--- src/rtl/and_vec_pkg.sv ---
// Shared types, constants and golden-response helper for the AND-cell sweep checker.
package and_vec_pkg;

  typedef enum logic [1:0] {
    IDLE  = 2'd0,
    APPLY = 2'd1,
    DONE  = 2'd2
  } state_e;

  // Tap mask for x^8+x^6+x^5+x^4+1
  localparam logic [7:0] MISR_POLY = 8'hB8;

  // Golden AND-reduction of the low n bits of vec
  function automatic logic exp_resp(input logic [7:0] vec, input int unsigned n);
    logic r;
    r = 1'b1;
    for (int unsigned i = 0; i < 8; i++) begin
      if (i < n) r = r & vec[i];
    end
    return r;
  endfunction

endpackage

--- src/rtl/and_vec_misr.sv ---
// 8-bit MISR compacting sampled DUT responses; synchronous clear has priority over shift.
module and_vec_misr
  import and_vec_pkg::*;
(
  input  logic       clk,
  input  logic       rst_n,
  input  logic       clr_i,
  input  logic       en_i,
  input  logic       din_i,
  output logic [7:0] sig_o
);

  logic [7:0] sig_q, sig_d;

  always_comb begin
    sig_d = sig_q;
    if (clr_i) begin
      sig_d = '0;
    end else if (en_i) begin
      sig_d = {sig_q[6:0], (^(sig_q & MISR_POLY)) ^ din_i};
    end
  end

  always_ff @(posedge clk or negedge rst_n) begin
    if (!rst_n) sig_q <= '0;
    else        sig_q <= sig_d;
  end

  assign sig_o = sig_q;

endmodule

--- config.mk ---
export PLATFORM = sky130hd
export DESIGN_NAME = and_vec_misr
export DESIGN_NICKNAME = d
export VERILOG_FILES = /design/src/rtl/and_vec_pkg.sv /design/src/rtl/and_vec_misr.sv
export SDC_FILE = /design/constraint.sdc
export NUM_CORES = 1
export LEC_CHECK = 0
export BUFFER_PORTS_ARGS = -buffer_cell sky130_fd_sc_hd__buf_2
export CAP_MARGIN = 20
export CORE_AREA = 2 2 39 41
export DETAILED_ROUTE_END_ITERATION = 16
export DIE_AREA = 0 0 41 43
export GPL_TIMING_DRIVEN = 0
export PLACE_DENSITY = 0.62
export SETUP_SLACK_MARGIN = 0.3
export SYNTH_ARGS = -nofsm -noshare
export SYNTH_HDL_FRONTEND = slang
export SYNTH_SLANG_ARGS = --single-unit
--- constraint.sdc ---
create_clock -name clk -period 2.1 [get_ports clk]
set_input_delay 0.21 -clock clk [delete_from_list [all_inputs] [get_ports clk]]
set_output_delay 0.21 -clock clk [all_outputs]
set_load 0.005 [all_outputs]
==> metrics.md <==
| Metric | Value |
|---|---|
| Largest net degree at the start of global routing | `10` |
| Max VDD drop | `0.000283 V` |
| Setup Fix Bufs, Post-CTS | `0` |
| WP depth | `3` |
| CP Max Fanout | `4` |
| Register bit total from synthesis | `8` |
| Post-synth cell types | `11` |
| Avg Cell Area, Syn | `12.1 um2` |
| Biggest area consumer among synthesized cells | `dfrtp_1` |
| Antenna-violating nets left | `0` |
| Post-Syn Area | `375 um2` |
| Clock Latency Late Sink | `250 ps` |
| Total track usage | `9.73%` |
| FF+latch area | `200 um2` |
| Routed vias/inst | `4.51` |
| Worst-Margin Slew | `355 ps` |
| Crit-path leading delay family | `flip-flops` |
| Fillers | `141` |
| Rel. slew slack | `76.3%` |
| Root Driver | `clkbuf_4` |
| Post-Synthesis Cells | `31` |
| Full die area | `1760 um2` |
| Peak Freq | `886 MHz` |
| Core ar. | `1380 um2` |
| P_leak | `0.260 nW` |
| Fin. Hold Viols | `0` |
| Final setup vio count | `0` |
| WP buf/inv | `0` |
| Ports | `13` |
| Outcome | `finished clean` |
| Commonest non-fill, non-tap cell in the layout | `buf_2` |
| TritonRoute pass-1 iters | `4` |
| Startpoint types | `flip-flop` |
| Cells on Worst Hold Path | `2` |
| Worst hold path class | `in -> reg` |
| Die width | `41 um` |
| Post-synthesis net count | `36` |
| Initial core utilization | `27.1%` |
| CTS Buf Count | `3` |
| Std cell rows | `14` |
| Diode count | `0` |
| Layout cells sized above 1 | `33.3%` |
| Setup Skew | `1.65 ps` |
| DR vias | `275` |
| Vias in the first global route | `226` |
| Initial antenna violation count | `0` |
| CTS clk-pin slew, worst paths | `50 ps` |
| Most frequent cells in the layout | `buf_2 (11), dfrtp_1 (8), mux2i_1 (7), nor2_1 (7), clkbuf_4 (3)` |
| Crit. End Element | `flip-flop` |
| Required @ worst endpoint | `2230 ps` |
| Max FFs per register | `8` |
| Seq/Total Area, Yosys | `53.3%` |
| Nets | `52` |
| Unrepaired setup endpoints after global routing | `no` |
| Final WL | `667 um` |
| Yosys top cell area share | `53.3%` |
| Clock sinks | `8` |
| Drt wl/cell | `10.9 um` |
| Area Overhead vs Synth | `27.3%` |
| Buffers on Ports | `10` |
| DR iter-0 viols | `4` |
| Multi-input logic area | `166 um2` |
| Drt drc | `0` |
| First-pass GRT wire length | `1.06 mm` |
| Setup TNS | `0 ps` |
| GRT overflow | `0` |
| CTS tree | `done` |
| Tmin final | `1130 ps` |
| Synth area leaders | `dfrtp_1 (53%), mux2i_1 (19%), nor2_1 (7.0%)` |
| Overall power | `0.000301 W` |
| Crit share post-route | `53.8%` |
| Max cap viols | `0` |
| CP Data Arrival Time | `1260 ps` |
| Slew Limit Fails | `0` |
| DP HPWL | `471 um` |
| Worst reg-to-reg path cell count | `3` |
| Crit path kind | `reg -> reg` |
| H-tree depth | `1` |
| CP cell instances | `xnor3_1 > nand3_1 > o221ai_2` |
| Cell Pwr Density | `630 nW/um2` |
| Crit-path slowest cell | `dfrtp_1` |
| Yosys warns | `0` |
| Placer Congestion | `0.653` |
| Max clock buf depth | `2` |
| Chip Height | `43 um` |
| Crit path largest cell delay | `420 ps` |
[layout make-up]
| class | instances | share of cell area, % |
|---|---|---|
| Timing Repair Buffer | 11 | 12.6 |
| Multi-Input combinational cell | 21 | 34.8 |
| Sequential cell | 8 | 41.9 |
| Buffer | 2 | 1.83 |
| Tap cell | 16 | 4.19 |
| Clock buffer | 3 | 4.71 |
[power by group]
| group | leakage (nW) | switching, W | internal (W) |
|---|---|---|---|
| Clock | 0.0138 | 0.0000521 | 0.0000654 |
| Sequential | 0.111 | 0.00000165 | 0.000156 |
| Combinational | 0.136 | 0.0000138 | 0.0000115 |
[kinds of logic (layout without fill, tap and decap cells)]
family | count (synthesis) | after routing | share of synthesized area, %
buffers and inverters | 2 | 16 | 2.33
XOR/XNOR | 2 | 2 | 8.33
AND/OR/NAND/NOR | 11 | 11 | 13.3
multiplexers | 7 | 7 | 18.7
flip-flops | 8 | 8 | 53.3
AO/OA/AOI/OAI | 1 | 1 | 4.00
[metal layers]
layer  GRT usage [%]  vias to the layer above  wire length (um)
li1                -                      133                 -
met1            15.1                      131               333
met2            9.38                        9               275
met3            3.14                        2                42
met4            10.0                        0                15
met5               0                        -                 0
[synthesized netlist by cell type]
master / instances
mux2i_1: 7
xor2_1: 1
nor2_1: 7
buf_2: 1
clkbuf_1: 1
nand2b_1: 2
nor2b_1: 1
dfrtp_1: 8
nand3_1: 1
o221ai_2: 1
xnor3_1: 1
[worst paths after layout]
| kind | start | endpoint | slack [ps] |
|---|---|---|---|
| max | sig_o[3] | sig_o[0] | 970 |
| min | clr_i | sig_o[4] | 310 |
| max reg2reg | sig_o[3] | sig_o[0] | 970 |
| min reg2reg | sig_o[2] | sig_o[3] | 540 |
| max in group asynchronous | rst_n | sig_o[2] | 1600 |
| min in group asynchronous | rst_n | sig_o[7] | 330 |
[stage by stage]
| stage | area (um2) | setup slack, ps | cells | utilization, % | hold WS [ps] |
|---|---|---|---|---|---|
| floorplan | 375 | 1010 | 31 | - | -85.6 |
| global placement | 445 | 964 | 57 | 32.2 | 59.9 |
| detailed placement | 445 | 965 | 57 | 32.2 | 60.3 |
| CTS | 478 | 953 | 61 | 34.5 | 303 |
| global route | 478 | 907 | 61 | 34.5 | 344 |
| finish | 478 | 971 | 61 | 34.5 | 311 |
[what timing repair did]
action                    4_1_cts  5_1_grt
hold endpoints to repair        8        0
gates resized for setup         0        0
hold buffers                    1        0
(Power assumes the default switching activity.)
